--- src/rtl/addsub_arbiter_pkg.sv ---
// Shared encodings for the add/sub arbiter: FSM states and operation codes.
package addsub_arbiter_pkg;

  typedef enum logic [1:0] {
    IDLE = 2'd0,
    EXEC = 2'd1,
    RESP = 2'd2
  } state_t;

  localparam logic OP_ADD = 1'b0;
  localparam logic OP_SUB = 1'b1;
  localparam int   OPND_W = 4;

endpackage

--- src/rtl/AdderSubtractor.sv ---
// 4-bit ripple adder-subtractor: M=0 gives A+B, M=1 gives A-B (B inverted, carry-in 1).
module AdderSubtractor (
  input  logic [3:0] A,
  input  logic [3:0] B,
  input  logic       M,
  output logic [3:0] Sum,
  output logic       Carry
);

  logic [4:0] c;
  logic [3:0] bx;

  always_comb begin
    bx   = B ^ {4{M}};
    c    = '0;
    Sum  = '0;
    c[0] = M;
    for (int i = 0; i < 4; i++) begin
      Sum[i]   = A[i] ^ bx[i] ^ c[i];
      c[i + 1] = (A[i] & bx[i]) | (c[i] & (A[i] ^ bx[i]));
    end
    Carry = c[4];
  end

endmodule

--- src/rtl/addsub_arbiter_rr_pick.sv ---
// Combinational round-robin selector: first set request at or after ptr, with wrap.
module addsub_arbiter_rr_pick #(
  parameter int N_REQ = 4,
  parameter int PTR_W = 2
) (
  input  logic [N_REQ-1:0] req,
  input  logic [PTR_W-1:0] ptr,
  output logic [N_REQ-1:0] gnt,
  output logic [PTR_W-1:0] idx
);

  logic found;
  int   j;

  always_comb begin
    gnt   = '0;
    idx   = '0;
    found = 1'b0;
    j     = 0;
    for (int k = 0; k < N_REQ; k++) begin
      j = int'(ptr) + k;
      if (j >= N_REQ) j = j - N_REQ;
      if (!found && req[j]) begin
        found  = 1'b1;
        gnt[j] = 1'b1;
        idx    = PTR_W'(j);
      end
    end
  end

endmodule

--- src/rtl/addsub_arbiter.sv ---
// Round-robin arbiter sharing one 4-bit adder-subtractor; one operation in flight,
// registered result returned through a per-requester valid/ready response channel.
module addsub_arbiter
  import addsub_arbiter_pkg::*;
#(
  parameter int N_REQ = 4,
  parameter int PTR_W = 2
) (
  input  logic                   clk,
  input  logic                   rst_n,
  input  logic [N_REQ-1:0]       req_valid,
  input  logic [4*N_REQ-1:0]     req_a,
  input  logic [4*N_REQ-1:0]     req_b,
  input  logic [N_REQ-1:0]       req_sub,
  output logic [N_REQ-1:0]       req_ready,
  output logic [N_REQ-1:0]       rsp_valid,
  output logic [OPND_W-1:0]      rsp_sum,
  output logic                   rsp_carry,
  output logic                   rsp_ovf,
  input  logic [N_REQ-1:0]       rsp_ready,
  output logic                   busy
);

  state_t             state, state_nxt;
  logic [PTR_W-1:0]   rr_ptr, owner, pick_idx;
  logic [N_REQ-1:0]   pick_gnt;
  logic               accept, rsp_done;

  logic signed [OPND_W-1:0] a_p0, b_p0;
  logic                     sub_p0;
  logic signed [OPND_W-1:0] sum_p1, bx_p1;
  logic                     carry_p1;

  // Overflow when both effective operands share a sign and the result flips it.
  function automatic logic ovf_calc(input logic signed [OPND_W-1:0] a,
                                    input logic signed [OPND_W-1:0] bx,
                                    input logic signed [OPND_W-1:0] s);
    return (a[OPND_W-1] == bx[OPND_W-1]) && (s[OPND_W-1] != a[OPND_W-1]);
  endfunction

  function automatic logic [PTR_W-1:0] ptr_next(input logic [PTR_W-1:0] p);
    return (p == PTR_W'(N_REQ - 1)) ? '0 : p + PTR_W'(1);
  endfunction

  addsub_arbiter_rr_pick #(.N_REQ(N_REQ), .PTR_W(PTR_W)) u_pick (
    .req (req_valid),
    .ptr (rr_ptr),
    .gnt (pick_gnt),
    .idx (pick_idx)
  );

  always_comb begin
    state_nxt = state;
    req_ready = '0;
    rsp_valid = '0;
    accept    = 1'b0;
    rsp_done  = 1'b0;
    case (state)
      IDLE: begin
        req_ready = pick_gnt;
        accept    = |pick_gnt;
        if (accept) state_nxt = EXEC;
      end
      EXEC: state_nxt = RESP;
      RESP: begin
        rsp_valid[owner] = 1'b1;
        if (rsp_ready[owner]) begin
          rsp_done  = 1'b1;
          state_nxt = IDLE;
        end
      end
      default: state_nxt = IDLE;
    endcase
  end

  assign busy = (state != IDLE);

  always_ff @(posedge clk or negedge rst_n) begin
    if (!rst_n) begin
      state  <= IDLE;
      rr_ptr <= '0;
    end else begin
      state <= state_nxt;
      if (rsp_done) rr_ptr <= ptr_next(owner);
    end
  end

  // Stage p0: operands latched on accept; the adder only ever sees these registers.
  always_ff @(posedge clk or negedge rst_n) begin
    if (!rst_n) begin
      a_p0   <= '0;
      b_p0   <= '0;
      sub_p0 <= OP_ADD;
      owner  <= '0;
    end else if (accept) begin
      a_p0   <= req_a[int'(pick_idx)*4 +: 4];
      b_p0   <= req_b[int'(pick_idx)*4 +: 4];
      sub_p0 <= req_sub[pick_idx];
      owner  <= pick_idx;
    end
  end

  AdderSubtractor u_addsub (
    .A     (a_p0),
    .B     (b_p0),
    .M     (sub_p0),
    .Sum   (sum_p1),
    .Carry (carry_p1)
  );

  assign bx_p1 = b_p0 ^ {OPND_W{sub_p0 == OP_SUB}};

  // Stage p1: result captured in EXEC and held through RESP.
  always_ff @(posedge clk or negedge rst_n) begin
    if (!rst_n) begin
      rsp_sum   <= '0;
      rsp_carry <= 1'b0;
      rsp_ovf   <= 1'b0;
    end else if (state == EXEC) begin
      rsp_sum   <= sum_p1;
      rsp_carry <= carry_p1;
      rsp_ovf   <= ovf_calc(a_p0, bx_p1, sum_p1);
    end
  end

endmodule

--- config.mk ---
export PLATFORM = sky130hd
export DESIGN_NAME = addsub_arbiter
export DESIGN_NICKNAME = d
export VERILOG_FILES = /design/src/rtl/addsub_arbiter_pkg.sv /design/src/rtl/AdderSubtractor.sv /design/src/rtl/addsub_arbiter_rr_pick.sv /design/src/rtl/addsub_arbiter.sv
export SDC_FILE = /design/constraint.sdc
export NUM_CORES = 1
export LEC_CHECK = 0
export ABC_AREA = 1
export CORE_AREA = 8 8 70 102
export CTS_CLUSTER_SIZE = 40
export DETAILED_ROUTE_END_ITERATION = 6
export DIE_AREA = 0 0 78 110
export GPL_TIMING_DRIVEN = 0
export PLACE_DENSITY = 0.74
export SYNTH_ARGS = -nofsm -noshare
export SYNTH_HDL_FRONTEND = slang
export SYNTH_HIERARCHICAL = 1
export SYNTH_SLANG_ARGS = --single-unit
--- constraint.sdc ---
create_clock -name clk -period 7.1 [get_ports clk]
set_input_delay 2.13 -clock clk [delete_from_list [all_inputs] [get_ports clk]]
set_output_delay 2.13 -clock clk [all_outputs]
set_load 0.01 [all_outputs]
==> key figures, run 1 <==
Worst setup path
  • Startpoint Class: primary input
  • Reg-to-reg startpoint: rr_ptr[1]$_DFFE_PN0P_
  • CP max stage cell: clkdlybuf4s50_1
  • Buf/Inv on CP: 4
  • R2R Setup Slk: 4340 ps
  • Crit path arrival time: 4090 ps
  • Worst Setup Path Type: primary input to primary output
  • R2r worst-path depth: 16
  • Critical Path Sink Type: primary output
  • Worst path max stage delay: 540 ps
  • R2r endpoint: a_p0[3]$_DFFE_PN0P_
  • Max FO, Critical Path: 4
  • CP delay by family, top: buffers and inverters
  • CP Cell Sequence: clkdlybuf4s50_1 > nand2_1 > nand3_1 > nand2_1 > nand2_1 > inv_1 > nand3_1 > nand3_1 > inv_1 > nor2_1 > clkdlybuf4s50_1
  • Worst EP required: 4970 ps

Clocking
  • Clk slew on worst S/H paths: 70 ps
  • Clock latency on the worst-skew pair: 260 ps
  • CTS Sinks: 21
  • Num CTS Buffers: 3
  • Clock Path Buffers: 2
  • H-tree depth: 1
  • CTS tree: done
  • Post-CTS sizing: 0
  • Root Buffer: clkbuf_8
  • Postcts setup bufs: 0
  • # hold bufs at CTS: 0

Synth
  • Synthesis warning total: 6
  • Adder-cell share of the synthesized area: 9.700%
  • Cell count after synthesis: 339
  • Register area share after synthesis: 24.25%
  • Post-Synth XOR/XNOR Area: 0%
  • Cell variety after synth: 29
  • Compound-Gate Fraction of Synth Area: 4.446%
  • Largest family of logic cells by synthesized area: simple AND/OR/NAND/NOR gates
  • Predominant post-synthesis flop cell: dfrtp_1
  • Post-Syn Area: 0.002167 mm²
  • Simple-gate area share of the yosys netlist: 47.63%
  • Syn_area_per_cell: 6.393 µm²
  • Mux cell area share after synthesis: 0%
  • Ys async rst share: 100.0%
  • Syn nets: 400
  • Yosys reg bits: 21
  • EDFF count, synth: 0

Die
  • Core area: 0.005700 mm²
  • Die Wd: 78 µm
  • Number of core rows: 34
  • Initial Util: 38.02%
  • # IOs: 61
  • Die area: 0.008580 mm²
  • Die height: 110 µm

Job
  • Max Cap Violations: 0

Place
  • Post-DP Area: 0.002858 mm²
  • PortBufs: 60
  • Final Wtd Congestion: 0.8739
  • Dpl hpwl: 4266 µm

STA
  • Clk_skew: 2.082 ps
  • Total count of max-transition violations in the final report: 0
  • Fmax: 0.1607 GHz
  • Tmin final: 6224 ps
  • Tcrit/Tclk final: 87.66%
  • Worst Max-Slew Pin Slew: 926.4 ps
  • Finish-stage setup viols: 0
  • Headroom to the max-slew limit: 38.05%
  • Final hold vios: 0
  • TNS Setup: 0 ps
  • RSZ-0062 raised after global routing: false

Finish
  • Post-route cell area: 0.002903 mm²
  • Area grow syn2layout: 33.95%
  • Nets: 465
  • Multi-input gate area: 0.001339 mm²
  • Fill cells: 612
  • Share of cells above drive strength 1: 9.926%
  • Diode count: 0
  • Reg area: 525.5 µm²

GRT
  • Total grt overflow: 0
  • Initial antenna violation count: 0
  • Vias in the first global route: 2,303
  • Largest net degree at the start of global routing: 22
  • Total GRT Usage: 12.56%
  • First-pass GRT wire length: 9266 µm

Worst hold path
  • Hold Path Cell Cnt: 2
  • Hold path start: rsp_carry$_DFFE_PN0N_
  • Worst Hold End: rsp_carry$_DFFE_PN0N_
  • Min-delay worst type: register to register

Drt
  • Pre-antenna DRT Iters: 4
  • Post-route ant nets: 0
  • Routed Wire Length: 4986 µm
  • Drt first-iter violations: 49
  • Vias post-DR: 2,120
  • DRC errors left: 0
  • Via density: 4.463
  • Drt wl/cell: 10.50 µm

Power
  • Maximum vdd ir drop: 0.3233 mV
  • PwrDens: 519.2 mW/mm²
  • Leak: 1.538 nW

Status
  • Run status: finished, final reports clean
-- per-layer routing --
metal  part of all wire (%)  vias to the layer above  track usage (%)
met3                    4.9                        6            2.435
met2                     53                       56            23.97
met4                    1.0                        0            5.186
li1                       -                     1146                -
met5                      0                        -                0
met1                     41                      912            13.11
-- sequential cells by signal, summed over array words and instances (netlist names) --
| signal | cells |
|---|---|
| a_p0 | 4 |
| b_p0 | 4 |
| owner | 2 |
| rr_ptr | 2 |
| rsp_carry | 1 |
| rsp_ovf | 1 |
| rsp_sum | 4 |
| state | 2 |
| sub_p0 | 1 |
-- cell usage in the layout, fill, tap and decap left out, types with 2 or more instances in the layout --
master,instances
dfrtp_1,21
buf_6,4
a21boi_0,4
inv_2,5
or2_2,9
nor2_2,2
nand2_1,131
ha_1,12
clkbuf_8,3
o21ai_1,2
nand4_1,2
nand2_4,3
a21oi_1,5
nand2_8,2
nand3_1,39
buf_2,2
inv_1,48
nand2_2,2
or2_0,2
nor2_1,31
o21ai_0,2
clkdlybuf4s50_1,60
fa_1,3
-- final cells by class --
class                   count  area share (%)
flip-flops and latches     21           18.10
clock buffers               4           1.552
inverters                  55           7.759
multi-input cells         255           46.12
well taps                  72           3.103
repair buffers             60           20.69
plain buffers               8           2.672
-- worst min-delay path: cells and delay by family (launching register included) --
kind	cells	cell delay, ps
flops	1	340
simple gates	2	100
-- per-stage QoR --
step / utilization, % / hold slack, ps / std cells / power, W / setup slack (ps)
2_1_floorplan: - / 448.8 / 339 / 0.001153 / 1952
3_3_place_gp: 50.13 / 460.5 / 471 / 0.001415 / 947.2
3_5_place_dp: 50.13 / 457.7 / 471 / 0.001442 / 898.0
4_1_cts: 50.92 / 476.6 / 475 / 0.001524 / 890.2
5_1_grt: 50.92 / 521.1 / 475 / 0.001711 / 680.4
6_report: 50.92 / 471.4 / 475 / 0.001507 / 876.0
-- worst max path at each step --
stage,start,end,slack (ps),depth (start not counted)
2_1_floorplan,req_valid[3],req_ready[3],1950,9
4_1_cts,req_valid[1],req_ready[3],890,11
3_3_place_gp,req_valid[1],req_ready[2],950,11
5_1_grt,req_valid[3],req_ready[2],680,11
6_report,req_valid[1],req_ready[3],880,11
3_5_place_dp,req_valid[1],req_ready[3],900,11
-- logic make-up (layout without fill, tap and decap cells) --
family	after synthesis	after routing
and+or+nand+nor	226	226
buffers and inverters	63	127
DFF	21	21
adders and majority gates	15	15
AOI/OAI and AO/OA	14	14
-- power breakdown --
part	switching [W]	total [W]	internal (W)
logic	0.000686	0.00118	0.000499
registers	0.0000624	0.000246	0.000184
clock network	0.0000366	0.0000765	0.0000399
-- cells in the mapped netlist (2+ instances only) --
library cell  number  share of area, %
nor2_2             2              0.58
nand3_1           39               9.0
nand4_1            2              0.58
or2_0              2              0.58
nand2_8            2               1.8
inv_2              5              0.87
dfrtp_1           21                24
o21ai_0            2              0.46
nor2_1            31               5.4
nand2_1          131                23
a21oi_1            5               1.2
o21ai_1            2              0.46
buf_2              2              0.46
nand2_2            2              0.58
inv_1             48               8.3
buf_6              4               2.1
ha_1              12               6.9
nand2_4            3               1.6
fa_1               3               2.8
a21boi_0           4               1.4
or2_2              9               2.6
No activity file was read; power rests on OpenSTA's default activity.
==> run 2, diff against run 1 <==
--- a/config.mk
+++ b/config.mk
@@ -5,14 +5,16 @@
 export SDC_FILE = /design/constraint.sdc
 export NUM_CORES = 1
 export LEC_CHECK = 0
-export ABC_AREA = 1
-export CORE_AREA = 8 8 70 102
+export ABC_AREA = 0
+export CORE_AREA = 8 8 64 93
 export CTS_CLUSTER_SIZE = 40
 export DETAILED_ROUTE_END_ITERATION = 6
-export DIE_AREA = 0 0 78 110
+export DIE_AREA = 0 0 72 101
 export GPL_TIMING_DRIVEN = 0
-export PLACE_DENSITY = 0.74
+export HOLD_SLACK_MARGIN = 0.08
+export PLACE_DENSITY = 0.78
 export SYNTH_ARGS = -nofsm -noshare
 export SYNTH_HDL_FRONTEND = slang
 export SYNTH_HIERARCHICAL = 1
 export SYNTH_SLANG_ARGS = --single-unit
+export TNS_END_PERCENT = 20
==> key figures, run 2 <==
Status
  • Run status: finished, final reports clean (unchanged)

Power
  • PwrDens: 498.2 mW/mm² (was 519.2 mW/mm²)
  • Leak: 1.010 nW (was 1.538 nW)
  • Flop pwr share: 20.8% (was 16.3%)
  • Clock Power Share: 6.3% (was 5.1%)
  • Sw Share: 40.76% (was 52.08%)
  • Int Power: 0.0007348 W (was 0.0007222 W)
  • Total power: 0.001240 W (was 0.001507 W)
  • Switching power: 0.0005056 W (was 0.0007848 W)
  • Maximum vdd ir drop: 0.2150 mV (was 0.3233 mV)
  • Combinational power share: 72.9% (was 78.6%)

Die
  • Die height: 101 µm (was 110 µm)
  • Die Wd: 72 µm (was 78 µm)
  • Initial Util: 37.51% (was 38.02%)
  • # IOs: 61 (unchanged)
  • Number of core rows: 31 (was 34)
  • Die area: 0.007272 mm² (was 0.008580 mm²)
  • Core area: 0.004693 mm² (was 0.005700 mm²)

Finish
  • Fill cells: 429 (was 612)
  • Most frequent cells in the layout: 60 x clkdlybuf4s50_1, 21 x dfrtp_1, 18 x mux2_2, 13 x mux4_2, 12 x ha_1 (was 131 x nand2_1, 60 x clkdlybuf4s50_1, 48 x inv_1, 39 x nand3_1, 31 x nor2_1)
  • Nets: 270 (was 465)
  • Share of cells above drive strength 1: 21.15% (was 9.926%)
  • Top flop regs: a_p0 x4, b_p0 x4, rsp_sum x4 (unchanged)
  • Final core occ: 53.05% (was 50.92%)
  • Most common cell after layout, fill and taps aside: clkdlybuf4s50_1 (was nand2_1)
  • Final Non-Filler Cells: 274 (was 475)
  • Diode count: 0 (unchanged)
  • Area grow syn2layout: 41.44% (was 33.95%)

Synth
  • Ranking of synthesized cells by area: dfrtp_1 30%, mux4_2 17%, mux2_2 12% (was dfrtp_1 24%, nand2_1 23%, nand3_1 9.0%)
  • Syn nets: 205 (was 400)
  • Post-Syn Area: 0.001760 mm² (was 0.002167 mm²)
  • Most frequent cell after synthesis: dfrtp_1 (was nand2_1)
  • Synth top area share: 29.85% (was 24.25%)
  • EDFF count, synth: 0 (unchanged)
  • Synthesis warning total: 6 (unchanged)
  • Syn_area_per_cell: 12.23 µm² (was 6.393 µm²)
  • Commonest cells in the netlist: 21 x dfrtp_1, 18 x mux2_2, 13 x mux4_2, 12 x ha_1, 10 x inv_1 (was 131 x nand2_1, 48 x inv_1, 39 x nand3_1, 31 x nor2_1, 21 x dfrtp_1)
  • Ys async rst share: 100.0% (unchanged)
  • Register area share after synthesis: 29.85% (was 24.25%)
  • Cell variety after synth: 36 (was 29)
  • Cell count after synthesis: 144 (was 339)
  • Cell taking the most area after synthesis: dfrtp_1 (unchanged)
  • Yosys reg bits: 21 (unchanged)
  • Predominant post-synthesis flop cell: dfrtp_1 (unchanged)

Clocking
  • # hold bufs at CTS: 0 (unchanged)
  • Clock latency on the worst-skew pair: 260 ps (about the same)
  • Post-CTS sizing: 0 (unchanged)
  • Num CTS Buffers: 3 (unchanged)
  • Postcts setup bufs: 0 (unchanged)
  • CTS Sinks: 21 (unchanged)
  • Clk slew on worst S/H paths: 80 ps (was 70 ps)
  • CTS tree: done (unchanged)
  • Clock Path Buffers: 2 (unchanged)
  • H-tree depth: 1 (unchanged)
  • Root Buffer: clkbuf_8 (unchanged)

STA
  • TNS Setup: 0 ps (unchanged)
  • Tcrit/Tclk final: 94.54% (was 87.66%)
  • RSZ-0062 raised after global routing: false (unchanged)
  • Worst Max-Slew Pin Slew: 942.5 ps (was 926.4 ps)
  • Headroom to the max-slew limit: 36.97% (was 38.05%)
  • Fmax: 0.1490 GHz (was 0.1607 GHz)
  • Final hold vios: 0 (unchanged)
  • Tmin final: 6712 ps (was 6224 ps)
  • Total count of max-transition violations in the final report: 0 (unchanged)
  • Finish-stage setup viols: 0 (unchanged)
  • Clk_skew: 3.853 ps (was 2.082 ps)

Worst setup path
  • Top cell by count, worst path: clkdlybuf4s50_1
  • Worst Setup Path Type: primary input to primary output (unchanged)
  • Critical Path Sink Type: primary output (unchanged)
  • Max FO, Critical Path: 7 (was 4)
  • CP Cell Sequence: clkdlybuf4s50_1 > mux4_2 > nand2b_4 > nor3_4 > a22oi_1 > o21ai_1 > and2_1 > clkdlybuf4s50_1 (was clkdlybuf4s50_1 > nand2_1 > nand3_1 > nand2_1 > nand2_1 > inv_1 > nand3_1 > nand3_1 > inv_1 > nor2_1 > clkdlybuf4s50_1)
  • Worst path max stage delay: 560 ps (was 540 ps)
  • Crit path arrival time: 4580 ps (was 4090 ps)
  • Startpoint Class: primary input (unchanged)
  • Worst EP required: 4970 ps (about the same)
  • CP max stage cell: mux4_2 (was clkdlybuf4s50_1)

Drt
  • Drt first-iter violations: 23 (was 49)
  • Post-route ant nets: 0 (unchanged)
  • Via density: 5.088 (was 4.463)
  • DRC errors left: 0 (unchanged)
  • Vias post-DR: 1,394 (was 2,120)
  • Drt wl/cell: 16.08 µm (was 10.50 µm)
  • Pre-antenna DRT Iters: 3 (was 4)
  • Routed Wire Length: 4406 µm (was 4986 µm)

Place
  • Dpl hpwl: 3615 µm (was 4266 µm)
  • PortBufs: 60 (unchanged)
  • # placed instances: 270 (was 471)
  • Final Wtd Congestion: 0.8544 (was 0.8739)

Job
  • Max Cap Violations: 0 (unchanged)

GRT
  • Initial antenna violation count: 0 (unchanged)
  • Largest net degree at the start of global routing: 22 (unchanged)
  • Grt peak-use layer: met2 (unchanged)
  • Met2 Track Usage GR: 22.11% (was 23.97%)
  • Vias in the first global route: 1,564 (was 2,303)
  • First-pass GRT wire length: 7314 µm (was 9266 µm)
  • Met3 Use GR: 3.088% (was 2.435%)
  • Grt met1 use: 13.56% (was 13.11%)
  • Total grt overflow: 0 (unchanged)
  • Total GRT Usage: 12.43% (was 12.56%)

Worst hold path
  • Min-delay worst type: register to register (unchanged)
==> run 2: cell types whose count changed after synthesis, moves of 4 or more <==
| cell | delta |
|---|---|
| a21boi_0 | -4 |
| a21oi_1 | -5 |
| a22oi_1 | +8 |
| and2_1 | +8 |
| inv_1 | -38 |
| inv_2 | -4 |
| mux2_2 | +18 |
| mux4_2 | +13 |
| nand2_1 | -128 |
| nand3_1 | -39 |
| nor2_1 | -27 |
| o21ai_1 | +4 |
| or2_2 | -9 |
==> run 2: final timing paths <==
kind                            cells past startpoint                      to  slack [ps]                  start
worst max-delay path                                8            req_ready[2]         390           req_valid[3]
worst min-delay path                                2     rsp_ovf$_DFFE_PN0N_         480    rsp_ovf$_DFFE_PN0N_
worst max register to register                     11     a_p0[2]$_DFFE_PN0P_        3330  rr_ptr[0]$_DFFE_PN0P_
worst min register to register                      2     rsp_ovf$_DFFE_PN0N_         480    rsp_ovf$_DFFE_PN0N_
max in group asynchronous                           1    state[0]$_DFFE_PN0P_        4130                  rst_n
min in group asynchronous                           1  rsp_sum[3]$_DFFE_PN0N_        2390                  rst_n
==> run 2: cell families (layout without fill, tap and decap cells) <==
logic type                 after synthesis  in the layout  synth area share (%)
DFF                                     21             21                 29.85
and+or+nand+nor                         27             27                 9.951
AOI/OAI and AO/OA                       23             23                 8.601
muxes                                   36             36                 32.20
adders and majority gates               15             15                 11.94
buffers and inverters                   17             81                 4.975
xor gates and xnor gates                 5              5                 2.488
==> run 2: metal layers <==
metal,vias to the layer above,wire length [µm]
met4,0,98
met1,683,1744
met5,-,0
met3,10,255
li1,661,-
met2,40,2307
==> run 2: final cells by class <==
cell class | count | area (µm²) | area share [%]
buffer | 6 | 46.29 | 1.859
inverter | 11 | 41.29 | 1.658
timing repair buffer | 60 | 600.6 | 24.12
clock inverter | 1 | 5.005 | 0.2010
sequential | 21 | 525.5 | 21.11
tap | 66 | 82.58 | 3.317
clock buffer | 3 | 41.29 | 1.658
multi-input combinational | 106 | 1147 | 46.08
==> run 2: power groups by stage <==
stage	combinational, W	clock, W	sequential (W)
floorplan	0.000677	0	0.000250
global placement	0.000887	0	0.000257
detailed placement	0.000912	0	0.000262
CTS	0.000915	0.0000793	0.000259
global route	0.00100	0.0000852	0.000270
finish	0.000904	0.0000780	0.000258
==> run 2: per-stage QoR <==
step                setup slack, ps  hold WS, ps  cell area (µm²)
floorplan                      1600        480.6             1760
global placement              433.4        470.0             2444
detailed placement            379.3        472.9             2444
CTS                           374.2        492.6             2490
global route                  261.0        524.2             2490
finish                        387.5        483.6             2490
==> run 2: worst max-delay path: cells and delay by family <==
family,cells,cell delay (ps)
buf+inv,2,1070
simple gates,3,610
mux,1,560
compound gates,2,220
==> run 3, diff against run 2 <==
--- a/config.mk
+++ b/config.mk
@@ -6,13 +6,14 @@
 export NUM_CORES = 1
 export LEC_CHECK = 0
 export ABC_AREA = 0
-export CORE_AREA = 8 8 64 93
+export CORE_AREA = 2 2 58 87
 export CTS_CLUSTER_SIZE = 40
 export DETAILED_ROUTE_END_ITERATION = 6
-export DIE_AREA = 0 0 72 101
+export DIE_AREA = 0 0 60 89
 export GPL_TIMING_DRIVEN = 0
 export HOLD_SLACK_MARGIN = 0.08
 export PLACE_DENSITY = 0.78
+export SKIP_CTS_REPAIR_TIMING = 1
 export SYNTH_ARGS = -nofsm -noshare
 export SYNTH_HDL_FRONTEND = slang
 export SYNTH_HIERARCHICAL = 1
==> key figures, run 3 (synthesis results as in run 2) <==
Status
  • Run status: finished, final reports clean (unchanged)

STA
  • Tcrit/Tclk final: 94.17% (was 94.54%)
  • Tmin final: 6686 ps (was 6712 ps)
  • Total count of max-transition violations in the final report: 0 (unchanged)
  • Final hold vios: 0 (unchanged)
  • Worst Max-Slew Pin Slew: 955.7 ps (was 942.5 ps)
  • TNS Setup: 0 ps (unchanged)
  • Clk_skew: 7.206 ps (was 3.853 ps)
  • Fmax: 0.1496 GHz (was 0.1490 GHz)
  • RSZ-0062 raised after global routing: false (unchanged)
  • Headroom to the max-slew limit: 36.09% (was 36.97%)
  • Finish-stage setup viols: 0 (unchanged)
  • Setup ws final: 413.9 ps (was 387.5 ps)

Worst setup path
  • Worst path max stage delay: 560 ps (about the same)
  • CP Cell Sequence: clkdlybuf4s50_1 > mux4_2 > nand2b_4 > nor3_4 > a22oi_1 > o21ai_1 > and2_1 > clkdlybuf4s50_1 (unchanged)
  • Worst Setup Path Type: primary input to primary output (unchanged)
  • CP delay by family, top: buffers and inverters (unchanged)
  • Max FO, Critical Path: 7 (unchanged)
  • Startpoint Class: primary input (unchanged)
  • Buf/Inv on CP: 2 (unchanged)
  • Worst EP required: 4970 ps (about the same)
  • CP max stage cell: mux4_2 (unchanged)
  • Critical Path Sink Type: primary output (unchanged)
  • Crit path arrival time: 4560 ps (was 4580 ps)
  • Top cell by count, worst path: clkdlybuf4s50_1 (unchanged)

Place
  • Post-DP Area: 0.002441 mm² (was 0.002444 mm²)
  • Final Wtd Congestion: 0.7860 (was 0.8544)
  • # placed instances: 268 (was 270)
  • Pre-CTS setup slack: 408.2 ps (was 379.3 ps)
  • Dpl hpwl: 3323 µm (was 3615 µm)
  • PortBufs: 60 (unchanged)

Finish
  • Most common cell after layout, fill and taps aside: clkdlybuf4s50_1 (unchanged)
  • Diode count: 0 (unchanged)
  • Area grow syn2layout: 41.44% (unchanged)
  • Most frequent cells in the layout: 60 x clkdlybuf4s50_1, 21 x dfrtp_1, 18 x mux2_2, 13 x mux4_2, 12 x ha_1 (unchanged)
  • Post-route cell area: 0.002490 mm² (unchanged)
  • Top flop regs: a_p0 x4, b_p0 x4, rsp_sum x4 (unchanged)
  • Fill cells: 386 (was 429)
  • Share of cells above drive strength 1: 21.15% (unchanged)
  • Nets: 270 (unchanged)
  • Final Non-Filler Cells: 272 (was 274)

Clocking
  • H-tree depth: 1 (unchanged)
  • CTS Sinks: 21 (unchanged)
  • Clk slew on worst S/H paths: 70 ps (was 80 ps)
  • Root Buffer: clkbuf_8 (unchanged)
  • Num CTS Buffers: 3 (unchanged)
  • Clock Path Buffers: 2 (unchanged)
  • Clock latency on the worst-skew pair: 260 ps (about the same)
  • CTS tree: done (unchanged)

Drt
  • Vias post-DR: 1,377 (was 1,394)
  • Via density: 5.063 (was 5.088)
  • Post-route ant nets: 0 (unchanged)
  • Routed Wire Length: 4077 µm (was 4406 µm)
  • Pre-antenna DRT Iters: 4 (was 3)
  • Drt first-iter violations: 24 (was 23)
  • Drt wl/cell: 14.99 µm (was 16.08 µm)
  • DRC errors left: 0 (unchanged)

Die
  • Core area: 0.004542 mm² (was 0.004693 mm²)
  • # IOs: 61 (unchanged)
  • Die area: 0.005340 mm² (was 0.007272 mm²)
  • Die Wd: 60 µm (was 72 µm)
  • Number of core rows: 30 (was 31)
  • Die height: 89 µm (was 101 µm)
  • Initial Util: 38.76% (was 37.51%)

GRT
  • Initial antenna violation count: 0 (unchanged)
  • Largest net degree at the start of global routing: 22 (unchanged)
  • Total grt overflow: 0 (unchanged)
  • First-pass GRT wire length: 6313 µm (was 7314 µm)
  • Vias in the first global route: 1,372 (was 1,564)
  • Total GRT Usage: 15.62% (was 12.43%)

Power
  • Leak: 1.006 nW (was 1.010 nW)
  • Maximum vdd ir drop: 0.2695 mV (was 0.2150 mV)
  • Total power: 0.001243 W (was 0.001240 W)
  • PwrDens: 499.3 mW/mm² (was 498.2 mW/mm²)

Job
  • Max Cap Violations: 0 (unchanged)

Worst hold path
  • Min-delay worst type: register to register (unchanged)
[run 3: stage by stage]
stage	utilization, %	hold slack (ps)
global placement	53.75	471.9
floorplan	-	480.6
finish	54.82	486.1
CTS	54.82	496.4
global route	54.82	531.0
detailed placement	53.75	478.4
[run 3: power breakdown]
group          switching [W]  internal [W]  total [W]
Combinational       0.000396      0.000511   0.000907
Sequential         0.0000686      0.000187   0.000255
Clock              0.0000408     0.0000396  0.0000804
Total               0.000506      0.000737    0.00124
[run 3: final cells by class]
cell class,count,area [µm²],share of cell area [%]
multi-input cells,106,1147,46.08
plain buffers,6,46.29,1.859
clock inverters,1,7.507,0.3015
flip-flops and latches,21,525.5,21.11
inverters,11,41.29,1.658
clock buffers,3,41.29,1.658
well taps,64,80.08,3.216
repair buffers,60,600.6,24.12
[run 3: tightest hold or removal path, cell delays in order (launching register included)]
cell and delay (ps):
dfrtp_1 350, nand2_1 50, o21ai_0 60
[run 3: metal layers]
| metal | GRT usage (%) | vias to the layer above | part of all wire [%] |
|---|---|---|---|
| li1 | - | 657 | - |
| met1 | 19.68 | 676 | 40 |
| met2 | 27.47 | 40 | 55 |
| met3 | 2.315 | 4 | 3.3 |
| met4 | 4.242 | 0 | 1.3 |
| met5 | 0 | - | 0 |
[run 3: path summary, 6_finish.rpt]
check                                       from              endpoint  slack, ps  cells past startpoint
hold reg to reg              rsp_ovf$_DFFE_PN0N_   rsp_ovf$_DFFE_PN0N_        490                      2
setup / recovery                    req_valid[1]          req_ready[3]        410                      8
setup reg to reg           rr_ptr[0]$_DFFE_PN0P_   a_p0[2]$_DFFE_PN0P_       3320                     11
hold / removal               rsp_ovf$_DFFE_PN0N_   rsp_ovf$_DFFE_PN0N_        490                      2
min in group asynchronous                  rst_n   b_p0[2]$_DFFE_PN0P_       2400                      1
max in group asynchronous                  rst_n  owner[0]$_DFFE_PN0P_       4120                      1
